$ cat src/rtl/core_pipe_fetch_if.sv
// Fetch stage bus bundle: redirect, instruction memory and decode-side
// handshakes. The fetch stage is the master; its environment the slave.
interface core_pipe_fetch_if #(
    parameter int MEM_ADDR_R = 38
);
    logic                  cf_valid;
    logic                  cf_ack;
    logic [MEM_ADDR_R:0]   cf_target;
    logic                  imem_req;
    logic                  imem_gnt;
    logic [MEM_ADDR_R:0]   imem_addr;
    logic                  imem_recv;
    logic                  imem_ack;
    logic [31:0]           imem_rdata;
    logic                  imem_error;
    logic                  s1_valid;
    logic                  s1_ready;
    logic [31:0]           s1_data;
    logic [MEM_ADDR_R:0]   s1_pc;
    logic                  s1_half;
    logic                  s1_error;

    modport master (
        input  cf_valid, cf_target,
        input  imem_gnt, imem_recv, imem_rdata, imem_error,
        input  s1_ready,
        output cf_ack,
        output imem_req, imem_addr, imem_ack,
        output s1_valid, s1_data, s1_pc, s1_half, s1_error
    );

    modport slave (
        output cf_valid, cf_target,
        output imem_gnt, imem_recv, imem_rdata, imem_error,
        output s1_ready,
        input  cf_ack,
        input  imem_req, imem_addr, imem_ack,
        input  s1_valid, s1_data, s1_pc, s1_half, s1_error
    );
endinterface

$ cat src/rtl/core_pipe_fetch.sv
// Instruction fetch stage: credit-limited sequential fetch into a small
// response FIFO, with redirect flush and discard of in-flight responses.
module core_pipe_fetch #(
    parameter int          MEM_ADDR_R = 38,
    parameter int          FIFO_DEPTH = 4,
    parameter logic [63:0] PC_RESET   = 64'h0000_0000_8000_0000
) (
    input logic               g_clk,
    input logic               g_resetn,
    core_pipe_fetch_if.master bus
);
    localparam int AW = MEM_ADDR_R + 1;
    localparam int PW = $clog2(FIFO_DEPTH);
    localparam int CW = PW + 1;

    typedef logic [AW-1:0] addr_t;
    typedef logic [CW-1:0] cnt_t;
    typedef logic [CW:0]   sum_t;

    typedef struct packed {
        logic [31:0] data;
        logic        error;
        addr_t       pc;
        logic        half;
    } entry_t;

    localparam addr_t PC_INIT = PC_RESET[AW-1:0];

    addr_t          fetch_pc;
    addr_t          rsp_pc;
    cnt_t           outstanding;
    cnt_t           discard;
    cnt_t           fifo_count;
    logic           reset_cycle;
    logic           req_hold;
    logic           redirect_half;
    logic [PW-1:0]  wr_ptr;
    logic [PW-1:0]  rd_ptr;
    entry_t         fifo_mem [FIFO_DEPTH];

    sum_t   used;
    logic   credit;
    logic   req;
    logic   fire;
    logic   live;
    logic   drop;
    logic   ack;
    logic   push;
    logic   pop;
    cnt_t   outstanding_nxt;
    cnt_t   discard_nxt;
    cnt_t   count_nxt;
    addr_t  target_w;
    entry_t head;

    // Discarded responses still hold a slot until they arrive.
    assign used   = {1'b0, discard} + {1'b0, outstanding}
                  + {1'b0, fifo_count};
    assign credit = used < sum_t'(FIFO_DEPTH);

    assign req  = req_hold | (!reset_cycle & !bus.cf_valid & credit);
    assign fire = req & bus.imem_gnt;
    assign live = bus.imem_recv & (discard == '0);
    assign drop = bus.imem_recv & (discard != '0);
    assign ack  = bus.cf_valid & !(req & !bus.imem_gnt);
    assign push = live & !ack;
    assign pop  = (fifo_count != '0) & bus.s1_ready & !ack;

    assign target_w = {bus.cf_target[AW-1:2], 2'b00};

    always_comb begin
        outstanding_nxt = outstanding + cnt_t'(fire) - cnt_t'(live);
        discard_nxt     = discard - cnt_t'(drop);
        count_nxt       = fifo_count + cnt_t'(push) - cnt_t'(pop);
        if (ack) begin
            outstanding_nxt = '0;
            discard_nxt     = discard_nxt + outstanding
                            + cnt_t'(fire) - cnt_t'(live);
            count_nxt       = '0;
        end
    end

    always_ff @(posedge g_clk) begin
        if (!g_resetn) begin
            fetch_pc      <= PC_INIT;
            rsp_pc        <= PC_INIT;
            outstanding   <= '0;
            discard       <= '0;
            fifo_count    <= '0;
            reset_cycle   <= 1'b1;
            req_hold      <= 1'b0;
            redirect_half <= 1'b0;
            wr_ptr        <= '0;
            rd_ptr        <= '0;
        end else begin
            reset_cycle <= 1'b0;
            req_hold    <= req & !bus.imem_gnt;
            outstanding <= outstanding_nxt;
            discard     <= discard_nxt;
            fifo_count  <= count_nxt;
            if (ack) begin
                fetch_pc      <= target_w;
                rsp_pc        <= target_w;
                redirect_half <= bus.cf_target[1];
                wr_ptr        <= '0;
                rd_ptr        <= '0;
            end else begin
                if (fire) begin
                    fetch_pc <= fetch_pc + addr_t'(4);
                end
                if (push) begin
                    rsp_pc        <= rsp_pc + addr_t'(4);
                    redirect_half <= 1'b0;
                    wr_ptr        <= wr_ptr + 1'b1;
                end
                if (pop) begin
                    rd_ptr <= rd_ptr + 1'b1;
                end
            end
        end
    end

    always_ff @(posedge g_clk) begin
        if (push) begin
            fifo_mem[wr_ptr] <= '{
                data:  bus.imem_rdata,
                error: bus.imem_error,
                pc:    rsp_pc,
                half:  redirect_half
            };
        end
    end

    assign head = fifo_mem[rd_ptr];

    assign bus.cf_ack    = ack;
    assign bus.imem_req  = req;
    assign bus.imem_addr = {fetch_pc[AW-1:2], 2'b00};
    assign bus.imem_ack  = 1'b1;
    assign bus.s1_valid  = fifo_count != '0;
    assign bus.s1_data   = head.data;
    assign bus.s1_pc     = head.pc;
    assign bus.s1_half   = head.half;
    assign bus.s1_error  = head.error;

    a_no_overflow : assert property (
        @(posedge g_clk) disable iff (!g_resetn)
        push |-> (fifo_count < cnt_t'(FIFO_DEPTH))
    );
endmodule

$ cat src/flat_wrapper.sv
// flat-port wrapper written by rule: the top's interface ports become plain ports
module core_pipe_fetch_flat 
#(
    parameter int          MEM_ADDR_R = 38,
    parameter int          FIFO_DEPTH = 4,
    parameter logic [63:0] PC_RESET   = 64'h0000_0000_8000_0000
)
  (g_clk, g_resetn, bus_cf_valid, bus_cf_target, bus_imem_gnt, bus_imem_recv, bus_imem_rdata, bus_imem_error, bus_s1_ready, bus_cf_ack, bus_imem_req, bus_imem_addr, bus_imem_ack, bus_s1_valid, bus_s1_data, bus_s1_pc, bus_s1_half, bus_s1_error);
  core_pipe_fetch_if #(.MEM_ADDR_R(MEM_ADDR_R)) bus_i ();
  input logic g_clk;
  input logic g_resetn;
  input wire logic [$bits(bus_i.cf_valid)-1:0] bus_cf_valid;
  input wire logic [$bits(bus_i.cf_target)-1:0] bus_cf_target;
  input wire logic [$bits(bus_i.imem_gnt)-1:0] bus_imem_gnt;
  input wire logic [$bits(bus_i.imem_recv)-1:0] bus_imem_recv;
  input wire logic [$bits(bus_i.imem_rdata)-1:0] bus_imem_rdata;
  input wire logic [$bits(bus_i.imem_error)-1:0] bus_imem_error;
  input wire logic [$bits(bus_i.s1_ready)-1:0] bus_s1_ready;
  output wire logic [$bits(bus_i.cf_ack)-1:0] bus_cf_ack;
  output wire logic [$bits(bus_i.imem_req)-1:0] bus_imem_req;
  output wire logic [$bits(bus_i.imem_addr)-1:0] bus_imem_addr;
  output wire logic [$bits(bus_i.imem_ack)-1:0] bus_imem_ack;
  output wire logic [$bits(bus_i.s1_valid)-1:0] bus_s1_valid;
  output wire logic [$bits(bus_i.s1_data)-1:0] bus_s1_data;
  output wire logic [$bits(bus_i.s1_pc)-1:0] bus_s1_pc;
  output wire logic [$bits(bus_i.s1_half)-1:0] bus_s1_half;
  output wire logic [$bits(bus_i.s1_error)-1:0] bus_s1_error;
  assign bus_i.cf_valid = bus_cf_valid;
  assign bus_i.cf_target = bus_cf_target;
  assign bus_i.imem_gnt = bus_imem_gnt;
  assign bus_i.imem_recv = bus_imem_recv;
  assign bus_i.imem_rdata = bus_imem_rdata;
  assign bus_i.imem_error = bus_imem_error;
  assign bus_i.s1_ready = bus_s1_ready;
  assign bus_cf_ack = bus_i.cf_ack;
  assign bus_imem_req = bus_i.imem_req;
  assign bus_imem_addr = bus_i.imem_addr;
  assign bus_imem_ack = bus_i.imem_ack;
  assign bus_s1_valid = bus_i.s1_valid;
  assign bus_s1_data = bus_i.s1_data;
  assign bus_s1_pc = bus_i.s1_pc;
  assign bus_s1_half = bus_i.s1_half;
  assign bus_s1_error = bus_i.s1_error;
  core_pipe_fetch #(.MEM_ADDR_R(MEM_ADDR_R), .FIFO_DEPTH(FIFO_DEPTH), .PC_RESET(PC_RESET)) u_core (.g_clk(g_clk), .g_resetn(g_resetn), .bus(bus_i));
endmodule
$ cat config.mk
export PLATFORM = sky130hd
export DESIGN_NAME = core_pipe_fetch_flat
export DESIGN_NICKNAME = d
export VERILOG_FILES = /design/src/rtl/core_pipe_fetch_if.sv /design/src/rtl/core_pipe_fetch.sv /design/src/flat_wrapper.sv
export SDC_FILE = /design/constraint.sdc
export NUM_CORES = 1
export LEC_CHECK = 0
export CORE_AREA = 2 2 170 172
export CTS_CLUSTER_SIZE = 24
export DETAILED_ROUTE_END_ITERATION = 8
export DIE_AREA = 0 0 172 174
export DONT_BUFFER_PORTS = 1
export GPL_TIMING_DRIVEN = 0
export PLACE_DENSITY = 0.74
export SYNTH_ARGS = -nofsm -noshare
export SYNTH_HDL_FRONTEND = slang
export SYNTH_SLANG_ARGS = --single-unit
$ cat constraint.sdc
create_clock -name g_clk -period 4.08 [get_ports g_clk]
set_input_delay 0.816 -clock g_clk [delete_from_list [all_inputs] [get_ports g_clk]]
set_output_delay 0.816 -clock g_clk [all_outputs]
set_load 0.02 [all_outputs]
==> results of run 1 <==
==> critical path, stage by stage (launching register included) <==
cell     delay (ns)
dfxtp_2        0.34
inv_2          0.06
fa_1           0.46
or2_4          0.26
fa_2           0.38
xor2_4         0.19
nand3_2        0.11
o21ai_4        0.25
nand2_2        0.11
ha_1           0.29
inv_1          0.05
fa_2           0.35
fa_2           0.34
xor2_1         0.17
xnor2_1        0.13
nor2_1         0.07
xnor2_1        0.16
nor2_1         0.05
==> worst paths after layout <==
kind | startpoint | to | slack (ns) | depth (start not counted)
hold reg to reg | u_core.redirect_half$_SDFFE_PN0P_ | u_core.fifo_mem[3][0]$_DFFE_PP_ | 0.51 | 0
hold / removal | bus_imem_rdata[28] | u_core.fifo_mem[0][69]$_DFFE_PP_ | 0.38 | 0
setup reg to reg | u_core.fifo_count[1]$_SDFF_PP0_ | u_core.discard[2]$_SDFF_PN0_ | 0.18 | 17
setup / recovery | u_core.fifo_count[1]$_SDFF_PP0_ | u_core.discard[2]$_SDFF_PN0_ | 0.18 | 17
==> power by group <==
| group | leakage, uW | switching (uW) | internal [uW] |
|---|---|---|---|
| logic | 0.00166 | 720 | 426 |
| clock network | 0.000683 | 1480 | 2330 |
| registers | 0.00335 | 238 | 4360 |
| total | 0.00570 | 2440 | 7120 |
==> per-layer routing <==
layer | share of wire | vias to the layer above
met5 | 0 | -
li1 | - | 4239
met3 | 0.11 | 85
met4 | 0.030 | 0
met2 | 0.46 | 475
met1 | 0.40 | 4713
==> cell families after synthesis <==
| logic type | count (synthesis) |
|---|---|
| DFF | 376 |
| adders and majority gates | 22 |
| other | 2 |
| buffers and inverters | 93 |
| muxes | 76 |
| xor gates and xnor gates | 34 |
| and+or+nand+nor | 266 |
| AOI/OAI and AO/OA | 178 |
==> area by class of cell <==
type | instances | area [um^2]
fill | 2144 | 10400
tap | 384 | 480
buffer | 64 | 274
multi-input combinational | 581 | 5050
antenna | 1 | 2.50
clock buffer | 48 | 1070
clock inverter | 24 | 319
inverter | 29 | 109
sequential | 376 | 10400
timing repair buffer | 8 | 125
==> repair_timing <==
item,in CTS,in global routing
pin swaps,7,5
setup endpoints to repair,2,1
resized for setup,11,2
buffers inserted,4,0
==> through the flow <==
stage,setup WS [ns],instance area (um^2),std cells,util
finish,0.181,17800,1515,0.631
global route,0.0347,17800,1514,0.630
CTS,0.0179,17800,1514,0.630
detailed placement,-0.349,16300,1438,0.578
global placement,-1.79,16200,1434,0.574
floorplan,0.0442,15700,1050,-
==> state kept, by name (all words and copies together), names as in the netlist, named ones only <==
| signal | flops |
|---|---|
| u_core.wr_ptr | 2 |
| u_core.fifo_mem | 284 |
| u_core.discard | 3 |
| u_core.fifo_count | 3 |
| u_core.rd_ptr | 2 |
| u_core.fetch_pc | 37 |
| u_core.outstanding | 3 |
| u_core.rsp_pc | 37 |
| u_core.reset_cycle | 1 |
| u_core.req_hold | 1 |
| u_core.redirect_half | 1 |
==> placed cells by master, fill, tap and decap left out, types with 12 or more instances in the layout <==
cell type	Yosys	layout
a21oi_1	36	36
nand4_1	21	21
mux4_2	71	71
dfxtp_1	92	90
a211oi_1	18	18
buf_1	15	15
a31oi_1	18	18
inv_1	28	26
clkbuf_1	39	44
xor2_1	17	16
nand3_1	40	39
and3_1	21	17
or3_1	12	12
o21ai_0	35	34
clkbuf_16	0	41
xnor2_1	17	17
nor3_1	12	12
nand2_1	57	56
nor2_1	49	49
edfxtp_1	284	284
and2_1	12	12
ha_1	15	15
==> out/summary.txt, run 1 <==
Period minus WS final: 3.90 ns
crit path capture type: register
unrepaired setup endpoints after global routing: false
Leak Pwr: 0.00570 uW
die height: 174 um
crit path DAT: 4.30 ns
Inserted Clock Buffers: 40
endpoints failing hold: 0
xor/xnor cell area share of the yosys netlist: 0.0189
routed len/inst: 24.8 um
Via Count: 9512
Antenna Nets Post-Route: 0
share of synthesized registers carrying an async set or reset: 0
most common cell in the netlist: edfxtp_1
adder-cell share of the synthesized area: 0.0208
part of the cycle the worst path needs: 0.956
die area: 29900 um^2
maxcap violations: 0
DR pass1 iterations: 5
vias in the first global route: 9473
post-synthesis mux area share: 0.105
Congestion Overflow GR: 0
GR Util met2: 0.392
Port-buffer cells: 0
initial core utilization: 0.557
row count: 62
largest net degree at the start of global routing: 52
M1 GR Usage: 0.344
met3 usage: 0.0806
Setup TNS: 0 ns
P per Cell Area: 537 nW/um^2
maximum net fanout on the critical path: 3
initial antenna violation count: 0
Top Ports: 194
routed wire length: 37.5 mm
DRT iter0 DRCs: 872
Global Route Usage Sum: 0.254
#FFs+latches synth: 376
peak supply drop: 0.442 mV
clk buf depth: 3
clk_lat worst skew: 0.54 ns
Synth cell types: 65
cell count after synthesis: 1047
status: completed
Final Wtd Congestion: 0.962
post-synth top area cell: edfxtp_1
hold slack: 0.381 ns
final max-slew violation count: 0
crit start category: register
DP HPWL: 25.2 mm
WS Path Type: reg2reg
largest family of logic cells by synthesized area: multiplexers
area grow syn2layout: 13.2%
clock slew at reported path FFs: 0.06 ns
H-tree depth: 2
CTS sink count: 376
Setup violations, final: 0
Worst Tran Pin Value: 0.924 ns
share of cells above drive strength 1: 0.177
number of synthesized flops with an enable pin: 284
Synth area leaders: edfxtp_1 54%, dfxtp_1 12%, mux4_2 10%
Synth warnings: 0
Mapped Area: 15700 um^2
CTS tree: built
CTS Hold Bufs: 0
core area: 28200 um^2
Overall Power: 9560 uW
CTS root buf: clkbuf_16
Die Width: 172 um
complex-gate fraction of the synthesized area: 0.0778
Synth Area in Simple Gates: 0.0929
Slew HR: 0.378
Nets: 1200
# DRC: 0
vias per cell: 6.28
Yosys top cell area share: 0.542
syn avg cell area: 15.0 um^2
wire length of the first global-routing pass: 57.1 mm
Commonest cells post-synth: 284 x edfxtp_1, 92 x dfxtp_1, 71 x mux4_2
Most Used Layer, Global Route: met2
f_max: 256 MHz
post-synthesis sequential area ratio: 0.660
WP data required: 4.48 ns
clk_skew: 0.0220 ns
Synth Flop Type: edfxtp_1
Hold WC Path Type: in2reg
(Power assumes the default switching activity.)
==> run 2: changes to the inputs <==
==> constraint.sdc (replaced) <==
create_clock -name g_clk -period 4.08 [get_ports g_clk]
set_input_delay 0.816 -clock g_clk [delete_from_list [all_inputs] [get_ports g_clk]]
set_output_delay 0.816 -clock g_clk [all_outputs]
set_load 0.01 [all_outputs]
==> out/summary.txt, run 2 (synthesized netlist as in run 1, its figures left out) <==
Buf+Inv Stages, Crit Path: 2 (unchanged)
top flop regs: u_core.fifo_mem: 284 flops, u_core.fetch_pc: 37 flops, u_core.rsp_pc: 37 flops
most flop-heavy register: u_core.fifo_mem
Worst Tran Pin Value: 0.897 ns (-0.0272 ns)
area grow syn2layout: 13.9%
crit start category: register
initial core utilization: 0.557 (unchanged)
clk buf depth: 3 (unchanged)
endpoints failing hold: 0 (unchanged)
Global Route Usage Sum: 0.249 (-0.00551)
vias in the first global route: 9380 (-0.98%)
f_max: 254 MHz (-0.86%)
wire length of the first global-routing pass: 56.4 mm (-1.2%)
status: completed
Layout Cells excl Fill: 1516 (+0.066%)
commonest cells after routing, fill and taps aside: 284 x edfxtp_1, 90 x dfxtp_1, 71 x mux4_2
Overall Power: 9770 uW (+2.3%)
DP Cell Count: 1438 (unchanged)
H-tree depth: 2 (unchanged)
Period minus WS final: 3.93 ns (+0.0340 ns)
CP endpoint: u_core.discard[2]$_SDFF_PN0_
peak supply drop: 0.400 mV (-9.5%)
Worst path depth: 17 (unchanged)
routed wire length: 36.9 mm (-1.6%)
share of cells above drive strength 1: 0.178 (+0.000571)
core area: 28200 um^2 (unchanged)
clock slew at reported path FFs: 0.06 ns (about the same)
Nets: 1200 (unchanged)
Final Wtd Congestion: 0.946 (-1.7%)
Setup violations, final: 0 (unchanged)
maximum net fanout on the critical path: 3 (unchanged)
CTS tree: built
reg-to-reg slack, setup: 0.15 ns (-0.03 ns)
critical-path cell list: inv_2, fa_1, or2_4, fa_2, xor2_2, nand3_2, o21ai_4, nand2_2, ha_1, inv_1, fa_2, fa_2, xor2_2, xnor2_1, nor2_1, xnor2_1, nor2_1
n_diodes: 0 (-1)
Setup TNS: 0 ns (unchanged)
WP data required: 4.48 ns (about the same)
routed len/inst: 24.4 um (-1.7%)
CTS sink count: 376 (unchanged)
critical path's slowest cell: fa_1
crit path DAT: 4.33 ns (+0.03 ns)
die area: 29900 um^2 (unchanged)
initial antenna violation count: 1 (+1)
slowest stage delay, CP: 0.46 ns (about the same)
die height: 174 um (unchanged)
crit path from: u_core.fifo_count[1]$_SDFF_PP0_
largest net degree at the start of global routing: 43 (-17%)
worst r2r dst: u_core.discard[2]$_SDFF_PN0_
CTS root buf: clkbuf_16
crit path capture type: register
row count: 62 (unchanged)
Slew HR: 0.398 (+0.0192)
WHS Path Cells: 0 (unchanged)
final max-slew violation count: 0 (unchanged)
WS Path Type: reg2reg
Top Ports: 194 (unchanged)
Hold WC Path Type: in2reg
clk_lat worst skew: 0.53 ns (about the same)
most common cell after layout, fill and taps aside: edfxtp_1
r2r startpoint: u_core.fifo_count[1]$_SDFF_PP0_
Via Count: 9476 (-0.38%)
clk_skew: 0.0137 ns (-0.00829 ns)
# DRC: 0 (unchanged)
Worst path most repeated cell: fa_2
Port-buffer cells: 0 (unchanged)
Leak Pwr: 0.00575 uW (+0.88%)
Congestion Overflow GR: 0 (unchanged)
vias per cell: 6.25 (-0.44%)
max FFs per register: 284 (unchanged)
part of the cycle the worst path needs: 0.964 (+0.00833)
cells on worst reg2reg path: 17 (unchanged)
Inserted Clock Buffers: 40 (unchanged)
DP HPWL: 25.3 mm (+0.19%)
maxcap violations: 0 (unchanged)
critical path's top delay family: adder cells
Die Width: 172 um (unchanged)
DRT iter0 DRCs: 820 (-6.0%)
DR pass1 iterations: 5 (unchanged)
Antenna Nets Post-Route: 0 (unchanged)
P per Cell Area: 546 nW/um^2 (+1.6%)
hold slack: 0.378 ns (-0.00301 ns)
## run 2: changes by cell type in the layout (fill, tap and decap cells not counted), sizes merged
cell	change
clkinv	-2
clkbuf	-1
diode	-1
bufinv	+5
## run 2: layout make-up
type                    count  area, um^2
flip-flops and latches    376       10400
inverters                  29         109
repair buffers              8         118
well taps                 384         480
plain buffers              64         274
clock inverters            27         448
fillers                  2077       10300
multi-input cells         581        5050
clock buffers              47        1070
## run 2: how the worst min path moves through the flow
stage / end / slack [ns] / startpoint
final: u_core.fifo_mem[2][51]$_DFFE_PP_ / 0.38 / bus_imem_rdata[10]
after global placement: u_core.wr_ptr[0]$_SDFFE_PP0P_ / 0.48 / u_core.wr_ptr[0]$_SDFFE_PP0P_
after detailed placement: u_core.wr_ptr[0]$_SDFFE_PP0P_ / 0.49 / u_core.wr_ptr[0]$_SDFFE_PP0P_
after CTS: u_core.fifo_mem[2][59]$_DFFE_PP_ / 0.36 / bus_imem_rdata[18]
after floorplan: u_core.fifo_mem[0][0]$_DFFE_PP_ / 0.46 / u_core.redirect_half$_SDFFE_PN0P_
after global routing: u_core.fifo_mem[0][50]$_DFFE_PP_ / 0.35 / bus_imem_rdata[9]
## run 2: layer usage
metal,GRT usage,wire (um)
met1,0.333,14500
met2,0.390,17300
met3,0.0865,4220
met4,0.0690,833
met5,0,13
## run 2: stage by stage
step | setup WS (ns) | cell area, um^2 | utilization
floorplan | 0.0674 | 15700 | -
global placement | -1.83 | 16200 | 0.574
detailed placement | -0.455 | 16300 | 0.578
CTS | 0.0308 | 17900 | 0.634
global route | -0.0233 | 17900 | 0.634
finish | 0.147 | 17900 | 0.634
## run 2: report_power, final
part / total, uW / internal, uW / switching, uW / leakage, uW
Combinational: 1090 / 430 / 656 / 0.00166
Sequential: 4570 / 4360 / 210 / 0.00335
Clock: 4110 / 2640 / 1470 / 0.000737
Total: 9770 / 7440 / 2340 / 0.00575
## run 2: repair_timing
action,CTS,global route
endpoints found under the setup margin,2,1
setup buffers,3,1
pin swaps,8,8
hold buffers,0,0
gates resized for setup,11,3
